## config.mk

```make
export PLATFORM = sky130hd
export DESIGN_NAME = uart_rx_flat
export DESIGN_NICKNAME = d
export VERILOG_FILES = /design/src/rtl/uart_rx_pkg.sv /design/src/rtl/uart_rx_if.sv /design/src/rtl/uart_rx_sync_fifo.sv /design/src/rtl/uart_rx.sv /design/src/flat_wrapper.sv
export SDC_FILE = /design/constraint.sdc
export NUM_CORES = 1
export LEC_CHECK = 0
export ABC_CLOCK_PERIOD_IN_PS = 4100
export BUFFER_PORTS_ARGS = -buffer_cell sky130_fd_sc_hd__buf_4
export CORE_MARGIN = 2
export CORE_UTILIZATION = 45
export CTS_CLUSTER_DIAMETER = 150
export DETAILED_ROUTE_END_ITERATION = 6
export PLACE_DENSITY = 0.67
export SYNTH_ARGS = -nofsm -noshare
export SYNTH_HDL_FRONTEND = slang
export SYNTH_SLANG_ARGS = --single-unit
```

## constraint.sdc

```tcl
create_clock -name clk -period 4.1 [get_ports clk]
set_input_delay 0.82 -clock clk [delete_from_list [all_inputs] [get_ports clk]]
set_output_delay 0.82 -clock clk [all_outputs]
set_load 0.005 [all_outputs]
```

## src/rtl/uart_rx_pkg.sv

```systemverilog
// uart_pkg: shared constants and the receiver state type for uart_rx.
// Build option: UART_RX_PARITY_EN adds the PARITY state (8E1 framing).
package uart_pkg;
  localparam int UART_DATA_W = 8;
  localparam int DEF_CLKS_PER_BIT = 434;
  localparam int DEF_FIFO_DEPTH = 16;
`ifdef UART_RX_PARITY_EN
  typedef enum logic [2:0] {IDLE, START, DATA, PARITY, STOP, WAIT_HIGH} rx_state_t;
`else
  typedef enum logic [2:0] {IDLE, START, DATA, STOP, WAIT_HIGH} rx_state_t;
`endif
endpackage

```

## src/rtl/uart_rx_if.sv

```systemverilog
// uart_rx_if: core-facing UART receive port.
//   uart_in    head byte (8'h00 when empty)
//   uart_empty FIFO holds no bytes
//   uart_rdreq pop head this cycle
//   frame_err  one-cycle framing/parity error pulse
//   overrun    one-cycle dropped-byte pulse
// master = receiver side, slave = core side.
interface uart_rx_if;
  logic [uart_pkg::UART_DATA_W-1:0] uart_in;
  logic uart_empty;
  logic uart_rdreq;
  logic frame_err;
  logic overrun;
  modport master(output uart_in, uart_empty, frame_err, overrun, input uart_rdreq);
  modport slave(input uart_in, uart_empty, frame_err, overrun, output uart_rdreq);
endinterface

```

## src/rtl/uart_rx_sync_fifo.sv

```systemverilog
// sync_fifo: show-ahead FIFO; a push into a full FIFO lands only if a pop
// happens in the same cycle.
//   i_push/i_data  write request and byte
//   i_pop          pop head (ignored when empty)
//   o_head         head entry, zero when empty
//   o_empty/o_full occupancy flags
module sync_fifo #(
  parameter int WIDTH = 8,
  parameter int DEPTH = 16
) (
  input  logic             clk,
  input  logic             rst_n,
  input  logic             i_push,
  input  logic [WIDTH-1:0] i_data,
  input  logic             i_pop,
  output logic [WIDTH-1:0] o_head,
  output logic             o_empty,
  output logic             o_full
);
  localparam int AW = $clog2(DEPTH);
  logic [WIDTH-1:0] r_mem [DEPTH];
  logic [AW-1:0] r_wr, r_rd;
  logic [AW:0] r_count;
  logic w_pop, w_push;
  assign o_empty = r_count == '0;
  assign o_full = r_count == (AW+1)'(DEPTH);
  assign w_pop = i_pop & ~o_empty;
  // When full, the slot being popped is the one the write pointer targets.
  assign w_push = i_push & (~o_full | w_pop);
  assign o_head = o_empty ? '0 : r_mem[r_rd];
  always_ff @(posedge clk or negedge rst_n) begin
    if (!rst_n) begin
      r_wr <= '0;
      r_rd <= '0;
      r_count <= '0;
    end else begin
      if (w_push) r_wr <= r_wr + 1'b1;
      if (w_pop) r_rd <= r_rd + 1'b1;
      r_count <= r_count + (AW+1)'(w_push) - (AW+1)'(w_pop);
    end
  end
  always_ff @(posedge clk) begin
    if (w_push) r_mem[r_wr] <= i_data;
  end
endmodule

```

## src/rtl/uart_rx.sv

```systemverilog
// uart_rx: 8N1 serial receiver with mid-bit sampling and a show-ahead byte FIFO.
//   clk, rst_n  clock, asynchronous active-low reset
//   rxd         asynchronous serial line, idle high
//   bus         uart_rx_if.master (uart_in, uart_empty, uart_rdreq, frame_err, overrun)
// Build option: UART_RX_PARITY_EN selects 8E1 with a parity check.
module uart_rx import uart_pkg::*; #(
  parameter int CLKS_PER_BIT = DEF_CLKS_PER_BIT,
  parameter int FIFO_DEPTH = DEF_FIFO_DEPTH
) (
  input logic clk,
  input logic rst_n,
  input logic rxd,
  uart_rx_if.master bus
);
  localparam int CW = $clog2(CLKS_PER_BIT);
  localparam logic [CW-1:0] HALF = CW'(CLKS_PER_BIT / 2 - 1);
  localparam logic [CW-1:0] LAST = CW'(CLKS_PER_BIT - 1);
  logic [1:0] r_sync;
  logic w_rxd_s;
  rx_state_t r_state, w_state_nx;
  logic [CW-1:0] r_cnt, w_cnt_nx;
  logic [2:0] r_idx, w_idx_nx;
  logic [UART_DATA_W-1:0] r_data, w_data_nx;
  logic w_push, w_ferr, w_full;
  logic r_frame_err, r_overrun;
`ifdef UART_RX_PARITY_EN
  logic r_par_err, w_par_err_nx;
`endif
  assign w_rxd_s = r_sync[1];
  always_ff @(posedge clk or negedge rst_n) begin
    if (!rst_n) begin
      r_sync <= 2'b11;
      r_state <= IDLE;
      r_cnt <= '0;
      r_idx <= '0;
      r_data <= '0;
      r_frame_err <= 1'b0;
      r_overrun <= 1'b0;
`ifdef UART_RX_PARITY_EN
      r_par_err <= 1'b0;
`endif
    end else begin
      r_sync <= {r_sync[0], rxd};
      r_state <= w_state_nx;
      r_cnt <= w_cnt_nx;
      r_idx <= w_idx_nx;
      r_data <= w_data_nx;
      r_frame_err <= w_ferr;
      r_overrun <= w_push & w_full & ~bus.uart_rdreq;
`ifdef UART_RX_PARITY_EN
      r_par_err <= w_par_err_nx;
`endif
    end
  end
  always_comb begin
    w_state_nx = r_state;
    w_cnt_nx = r_cnt + 1'b1;
    w_idx_nx = r_idx;
    w_data_nx = r_data;
    w_push = 1'b0;
    w_ferr = 1'b0;
`ifdef UART_RX_PARITY_EN
    w_par_err_nx = r_par_err;
`endif
    case (r_state)
      IDLE: begin
        w_cnt_nx = '0;
        if (!w_rxd_s) w_state_nx = START;
      end
      START: if (r_cnt == HALF) begin
        w_cnt_nx = '0;
        w_idx_nx = '0;
        w_state_nx = w_rxd_s ? IDLE : DATA;
      end
      DATA: if (r_cnt == LAST) begin
        w_cnt_nx = '0;
        w_data_nx[r_idx] = w_rxd_s;
        w_idx_nx = r_idx + 3'd1;
`ifdef UART_RX_PARITY_EN
        if (r_idx == 3'd7) w_state_nx = PARITY;
`else
        if (r_idx == 3'd7) w_state_nx = STOP;
`endif
      end
`ifdef UART_RX_PARITY_EN
      PARITY: if (r_cnt == LAST) begin
        w_cnt_nx = '0;
        w_par_err_nx = ^r_data ^ w_rxd_s;
        w_state_nx = STOP;
      end
`endif
      // Leaves mid-stop-bit so a start bit at the nominal stop end is caught.
      STOP: if (r_cnt == LAST) begin
        w_cnt_nx = '0;
`ifdef UART_RX_PARITY_EN
        w_push = w_rxd_s & ~r_par_err;
        w_ferr = ~w_rxd_s | r_par_err;
`else
        w_push = w_rxd_s;
        w_ferr = ~w_rxd_s;
`endif
        w_state_nx = w_rxd_s ? IDLE : WAIT_HIGH;
      end
      // A held-low break must not look like a new start bit.
      WAIT_HIGH: begin
        w_cnt_nx = '0;
        if (w_rxd_s) w_state_nx = IDLE;
      end
      default: w_state_nx = IDLE;
    endcase
  end
  sync_fifo #(.WIDTH(UART_DATA_W), .DEPTH(FIFO_DEPTH)) u_fifo (
    .clk    (clk),
    .rst_n  (rst_n),
    .i_push (w_push),
    .i_data (r_data),
    .i_pop  (bus.uart_rdreq),
    .o_head (bus.uart_in),
    .o_empty(bus.uart_empty),
    .o_full (w_full)
  );
  assign bus.frame_err = r_frame_err;
  assign bus.overrun = r_overrun;
endmodule

```

## src/flat_wrapper.sv

```systemverilog
// flat-port wrapper written by rule: the top's interface ports become plain ports
module uart_rx_flat import uart_pkg::*;
#(
  parameter int CLKS_PER_BIT = DEF_CLKS_PER_BIT,
  parameter int FIFO_DEPTH = DEF_FIFO_DEPTH
)
  (clk, rst_n, rxd, bus_uart_in, bus_uart_empty, bus_frame_err, bus_overrun, bus_uart_rdreq);
  uart_rx_if bus_i ();
  input logic clk;
  input logic rst_n;
  input logic rxd;
  output wire logic [$bits(bus_i.uart_in)-1:0] bus_uart_in;
  output wire logic [$bits(bus_i.uart_empty)-1:0] bus_uart_empty;
  output wire logic [$bits(bus_i.frame_err)-1:0] bus_frame_err;
  output wire logic [$bits(bus_i.overrun)-1:0] bus_overrun;
  input wire logic [$bits(bus_i.uart_rdreq)-1:0] bus_uart_rdreq;
  assign bus_uart_in = bus_i.uart_in;
  assign bus_uart_empty = bus_i.uart_empty;
  assign bus_frame_err = bus_i.frame_err;
  assign bus_overrun = bus_i.overrun;
  assign bus_i.uart_rdreq = bus_uart_rdreq;
  uart_rx #(.CLKS_PER_BIT(CLKS_PER_BIT), .FIFO_DEPTH(FIFO_DEPTH)) u_core (.clk(clk), .rst_n(rst_n), .rxd(rxd), .bus(bus_i));
endmodule
```

==> results.txt, run 1 <==
Status = finished clean
Mapped Cells = 416
Crit. End Element = output pin
Mean Syn Cell Area = 17.1 um^2
Largest cells by area after synthesis = edfxtp_1, dfrtp_1, mux4_2
Ratio of cells with drive above 1 in the final layout = 21.6%
Part of the cycle the worst path needs = 83.4%
Largest area contributor in the netlist = edfxtp_1
Area grow syn2layout = 12.1%
Final ANT Viol Nets = 0
EDFF count, synth = 128
Crit Path Category = flip-flop to output pin
Post-synth top area share = 53.9%
Hold Slack = 0.357 ns
Vias = 3618
Synth unique cells = 43
Drt first-iter violations = 284
Maxcap violations = 0
Critical path data arrival time = 2.60 ns
Initial antenna violation count = 0
Worst slew pin tran = 0.868 ns
DP Worst Slack = 1.01 ns
Highest routed metal layer = met4
Syn. warnings = 0
Final Util = 51.0%
Met3 wire length = 737 um
Worst slew margin = 42.1%
Crit-path slowest cell = dfrtp_1
# IOs = 15
CP Cell Sequence = buf_4, mux4_2, nor2b_1, a211oi_1, a211oi_1, buf_4
Max-slew violation count = 0
CTS resizes = 0
Worst r2r dst = u_core.u_fifo.r_count[4]$_DFF_PN0_
Synth Flop Type = edfxtp_1
Die area = 0.0169 mm^2
Row Count = 46
Power per cell area = 522 mW/mm^2
Setup TNS = 0 ns
Fmax = 292 MHz
Reg2reg path depth = 14
Post-CTS Setup Bufs = 0
Core area = 0.0157 mm^2
RSZ-0062 raised after global routing = false
H-tree depth = 4
Worst reg2reg path startpoint = u_core.r_cnt[1]$_DFF_PN0_
Sequential share of the synthesized area = 68.0%
GR Util All Layers = 17.2%
GPL Wtd Cong = 0.746
Worst-path clk slew = 0.06 ns
VDD IR max = 0.318 mV
Die Wd = 130 um
CP max FO = 17
Vias per Instance = 5.48
CP startpoint kind = flip-flop
Commonest cells post-synth = edfxtp_1, dfrtp_1, mux4_2
Dpl hpwl = 8.37 mm
# diodes = 0
Total Routed Length = 13.2 mm
Cts hold-fix bufs = 0
Routed len/inst = 19.9 um
Finished Layout Cells = 660
Nets = 452
Worst-Skew Late Latency = 0.42 ns
Vias in the first global route = 3838
CP Launch Point = u_core.u_fifo.r_rd[3]$_DFFE_PN0N_
Total CTS buffers = 17
Gr ovfl total = 0
Placed Cells = 628
Slack of the critical path = 0.681 ns
Clock Path Buffers = 2
Mapped Area = 0.00713 mm^2
Largest net degree at the start of global routing = 41
Post-layout min period = 3.42 ns
Standby leakage power = 3.16 nW
CTS tree = done
DRC viols = 0
First-pass DRT Iterations = 4
M1 WL = 5.78 mm
Post-synth ARST share = 23.8%
#FFs+latches synth = 168
Final setup viols = 0
Clock Root Buffer = clkbuf_16
Fillcell total = 1336
Initial core utilization = 45.5%
Synth Net Count = 437
Most common cell in the netlist = edfxtp_1
R2R setup slack = 1.04 ns
CP endpoint = bus_uart_in[4]
Final hold violations = 0
Port Buf Inserts = 14
Final worst clock skew = 0.00794 ns
Met2 WL = 6.55 mm
Required time of the worst setup path = 3.28 ns
First-pass GRT wire length = 21.2 mm
Die span in y = 130 um
Clock Sinks = 168
Crit path largest cell delay = 0.68 ns
Hold Crit Class = input port to async pin
[report_power, final]
part	total (mW)	switching (mW)	internal, mW
registers	2.04	0.181	1.86
logic	0.629	0.287	0.342
clock network	1.49	0.625	0.869
total	4.17	1.09	3.07
[cells in the final DEF, fill, tap and decap left out, drive strengths merged, types with 14 or more instances in the layout]
| cell type | count |
|---|---|
| clkbuf | 22 |
| dfrtp | 38 |
| and2 | 14 |
| buf | 18 |
| a211oi | 16 |
| ha | 16 |
| nor2 | 19 |
| inv | 14 |
| edfxtp | 128 |
| mux4 | 32 |
[worst min path at each step]
stage | start | endpoint | slack [ns]
after floorplan | u_core.r_sync[0]$_DFF_PN1_ | u_core.r_sync[1]$_DFF_PN1_ | 0.35
after global placement | u_core.r_sync[0]$_DFF_PN1_ | u_core.r_sync[1]$_DFF_PN1_ | 0.35
after detailed placement | u_core.r_sync[0]$_DFF_PN1_ | u_core.r_sync[1]$_DFF_PN1_ | 0.35
after CTS | u_core.r_sync[0]$_DFF_PN1_ | u_core.r_sync[1]$_DFF_PN1_ | 0.36
after global routing | u_core.r_sync[0]$_DFF_PN1_ | u_core.r_sync[1]$_DFF_PN1_ | 0.36
final | rst_n | u_core.r_cnt[3]$_DFF_PN0_ | 0.36
[metal layers]
layer  global-route usage, %  up-vias
met4                    4.24        0
li1                        -     1648
met2                    27.8       75
met3                    4.76        8
met1                    23.3     1887
met5                       0        -
[layout make-up]
type / instances / area (um^2) / area share, %
timing repair buffer: 18 / 135 / 1.69
multi-input combinational: 214 / 2130 / 26.7
tap: 216 / 270 / 3.38
sequential: 168 / 4850 / 60.7
clock buffer: 22 / 464 / 5.81
clock inverter: 10 / 93.8 / 1.17
inverter: 12 / 45.0 / 0.564
[sequential cells by signal (all words and copies together) (netlist names), 2 cells and up]
name	cells
u_core.u_fifo.r_rd	4
u_core.r_data	8
u_core.r_sync	2
u_core.r_idx	3
u_core.u_fifo.r_wr	4
u_core.r_state	3
u_core.r_cnt	9
u_core.u_fifo.r_count	5
u_core.u_fifo.r_mem	128
[cell families (layout without fill, tap and decap cells)]
| group | after synthesis | count (layout) | synth area share (%) |
|---|---|---|---|
| simple gates | 97 | 97 | 8.46 |
| compound gates | 32 | 32 | 3.30 |
| mux | 50 | 50 | 12.8 |
| flops | 168 | 168 | 68.0 |
| buf+inv | 34 | 62 | 2.11 |
| fa+ha+maj | 17 | 17 | 3.09 |
| xor+xnor | 18 | 18 | 2.21 |
[critical path, delay by kind of cell, from the launching register on]
kind,cells,cell delay (ns)
buf+inv,2,0.57
flops,1,0.68
simple gates,1,0.15
compound gates,2,0.44
mux,1,0.35
[through the flow]
| stage | total power [mW] | instance area (um^2) |
|---|---|---|
| 6_report | 4.17 | 7990 |
| 5_1_grt | 4.36 | 7990 |
| 4_1_cts | 4.21 | 7990 |
| 3_5_place_dp | 2.72 | 7430 |
| 3_3_place_gp | 2.70 | 7430 |
| 2_1_floorplan | 2.51 | 7130 |
Power figures use the tool's default switching activity.
==> run 2, diff against run 1 <==
ABC_AREA = 1   (was default)
ABC_CLOCK_PERIOD_IN_PS = 3100   (was 4100)
PLACE_DENSITY = 0.7   (was 0.67)
clock period = 3.1 ns   (was 4.1 ns; I/O delays follow)
==> run 2 against run 1 <==
Net effect:
- flip-flop and latch count is the same
- combinational power grew to 2.6 times the previous value
- cell count grew 42%
- cell area grew 3.5%
- critical path type unchanged
- worst setup slack lost 0.32 ns
- sequential power grew 24%
- via count grew 36%
- first-iteration DRC count grew 85%
- count of clock-buffer cells in the layout shrank 1
- routed wire length grew 17%
- largest power group unchanged
- utilization grew 0.85 points
==> results.txt, run 2 <==
Most common cell in the netlist = nand2_1
CTS tree = done
Routed len/inst = 16.4 um
Largest net degree at the start of global routing = 41
Initial antenna violation count = 0
Syn. warnings = 0
# diodes = 0
CP max FO = 33
Mapped Cells = 693
Final hold violations = 0
Synth Flop Type = edfxtp_1
Post-synth ARST share = 23.8%
First-pass DRT Iterations = 6
Standby leakage power = 3.50 nW
Largest area contributor in the netlist = edfxtp_1
Most frequent cells in the layout = nand2_1, edfxtp_1, nand3_1
Status = finished clean
Final worst clock skew = 0.00867 ns
Total CTS buffers = 17
Post-layout min period = 2.74 ns
# IOs = 15
Critical path data arrival time = 2.12 ns
Total Routed Length = 15.4 mm
GPL Wtd Cong = 0.815
Vias = 4925
Post-CTS Setup Bufs = 0
Post-synth top area share = 52.1%
Flop pwr share = 40.8%
EDFF count, synth = 128
Row Count = 46
Vias in the first global route = 4910
DP Worst Slack = 0.398 ns
Combinational power share = 26.1%
Nets = 730
Worst-Skew Late Latency = 0.43 ns
Mean Syn Cell Area = 10.6 um^2
P_sw = 1.97 mW
Core area = 0.0159 mm^2
Clock Root Buffer = clkbuf_16
Worst slew pin tran = 0.900 ns
Port Buf Inserts = 14
#FFs+latches synth = 168
Top reg by flops = u_core.u_fifo.r_mem
Sequential share of the synthesized area = 65.7%
Final Util = 51.9%
Part of the cycle the worst path needs = 88.3%
DRC viols = 0
Initial core utilization = 46.3%
Power per cell area = 747 mW/mm^2
Gr ovfl total = 0
Commonest cells post-synth = nand2_1, edfxtp_1, nand3_1
Sw Ratio = 31.9%
Die span in y = 132 um
Cts hold-fix bufs = 0
Setup TNS = 0 ns
Maxcap violations = 0
Drt first-iter violations = 526
Ratio of cells with drive above 1 in the final layout = 10.2%
Crit Path Category = flip-flop to output pin
Overall power = 6.17 mW
Synth unique cells = 31
Max-slew violation count = 0
Internal = 4.21 mW
Slack of the critical path = 0.364 ns
Worst-path clk slew = 0.07 ns
Design area = 0.00827 mm^2
Die Wd = 132 um
CP startpoint kind = flip-flop
GR Util All Layers = 19.1%
Hold Slack = 0.163 ns
Largest cells by area after synthesis = edfxtp_1, dfrtp_1, nand2_1
Placed Cells = 906
Commonest non-fill, non-tap cell in the layout = nand2_1
Finished Layout Cells = 938
Required time of the worst setup path = 2.48 ns
Clock Path Buffers = 2
Top flop regs = u_core.u_fifo.r_mem (128), u_core.r_cnt (9), u_core.r_data (8)
Mapped Area = 0.00738 mm^2
Dpl hpwl = 9.72 mm
Vias per Instance = 5.25
Clock Sinks = 168
Die area = 0.0174 mm^2
Synth Net Count = 714
DP Area = 0.00771 mm^2
Area grow syn2layout = 12.1%
Final setup viols = 0
Fmax = 365 MHz
Clock share of power = 33.1%
Largest register FFs = 128
Hold Crit Class = input port to async pin
Final ANT Viol Nets = 0
RSZ-0062 raised after global routing = false
First-pass GRT wire length = 25.8 mm
H-tree depth = 4
Worst slew margin = 39.7%
Crit. End Element = output pin
VDD IR max = 0.619 mV
CTS resizes = 0
run 2: changes by cell type in the layout (fill, tap and decap cells not counted), sizes merged, moves of 9 or more:
cell,before,now
a211oi,16,0
and2,14,0
o21ai,4,13
nor2,19,44
nand2,8,229
mux2,10,0
nand3,13,117
inv,14,38
nor2b,10,0
mux4,32,0
run 2: worst paths after layout:
check | from | end | slack [ns] | depth (start not counted)
worst max register to register | u_core.r_cnt[1]$_DFF_PN0_ | u_core.u_fifo.r_count[4]$_DFF_PN0_ | 0.42 | 15
max in group asynchronous | rst_n | u_core.u_fifo.r_rd[0]$_DFFE_PN0N_ | 2.55 | 1
min in group clk | rxd | u_core.r_sync[0]$_DFF_PN1_ | 0.30 | 1
worst max-delay path | u_core.u_fifo.r_rd[0]$_DFFE_PN0N_ | bus_uart_in[0] | 0.36 | 9
worst min register to register | u_core.r_sync[0]$_DFF_PN1_ | u_core.r_sync[1]$_DFF_PN1_ | 0.36 | 0
worst min-delay path | rst_n | u_core.bus.frame_err$_DFF_PN0_ | 0.16 | 1
run 2: cell families (layout without fill, tap and decap cells):
logic type,Yosys count,in the layout,share of synthesized area [%]
AOI/OAI and AO/OA,24,24,1.68
buffers and inverters,66,95,3.73
adders and majority gates,17,17,2.98
DFF,168,168,65.7
and+or+nand+nor,402,402,24.0
xor gates and xnor gates,16,16,1.90
run 2: area by class of cell:
cell class | count | area, um^2
flip-flops and latches | 168 | 4850
repair buffers | 24 | 180
multi-input cells | 459 | 2260
well taps | 216 | 270
clock buffers | 21 | 440
inverters | 39 | 151
fillers | 1413 | 7670
clock inverters | 11 | 123
run 2: routing by layer:
layer  share of wire (%)  GRT usage [%]
met3                 5.2           5.04
met2                  48           30.6
met1                  45           25.6
met5                   0              0
met4                 1.7           6.10
run 2: worst max-delay path, cell delays in order, from the launching register on:
cell and delay [ns]:
dfrtp_2 0.42, inv_1 0.07, buf_4 0.35, nand2_1 0.09
nand3_1 0.08, nand3_1 0.12, nand2_1 0.11, nand2_1 0.05
a21oi_1 0.23, buf_4 0.16
run 2: power groups by stage:
stage | combinational [mW] | clock (mW) | sequential, mW
after floorplan | 1.09 | 0 | 2.54
after CTS | 1.62 | 2.07 | 2.52
final | 1.61 | 2.04 | 2.52
after global routing | 1.80 | 2.17 | 2.53
after detailed placement | 1.60 | 0 | 2.56
after global placement | 1.57 | 0 | 2.56
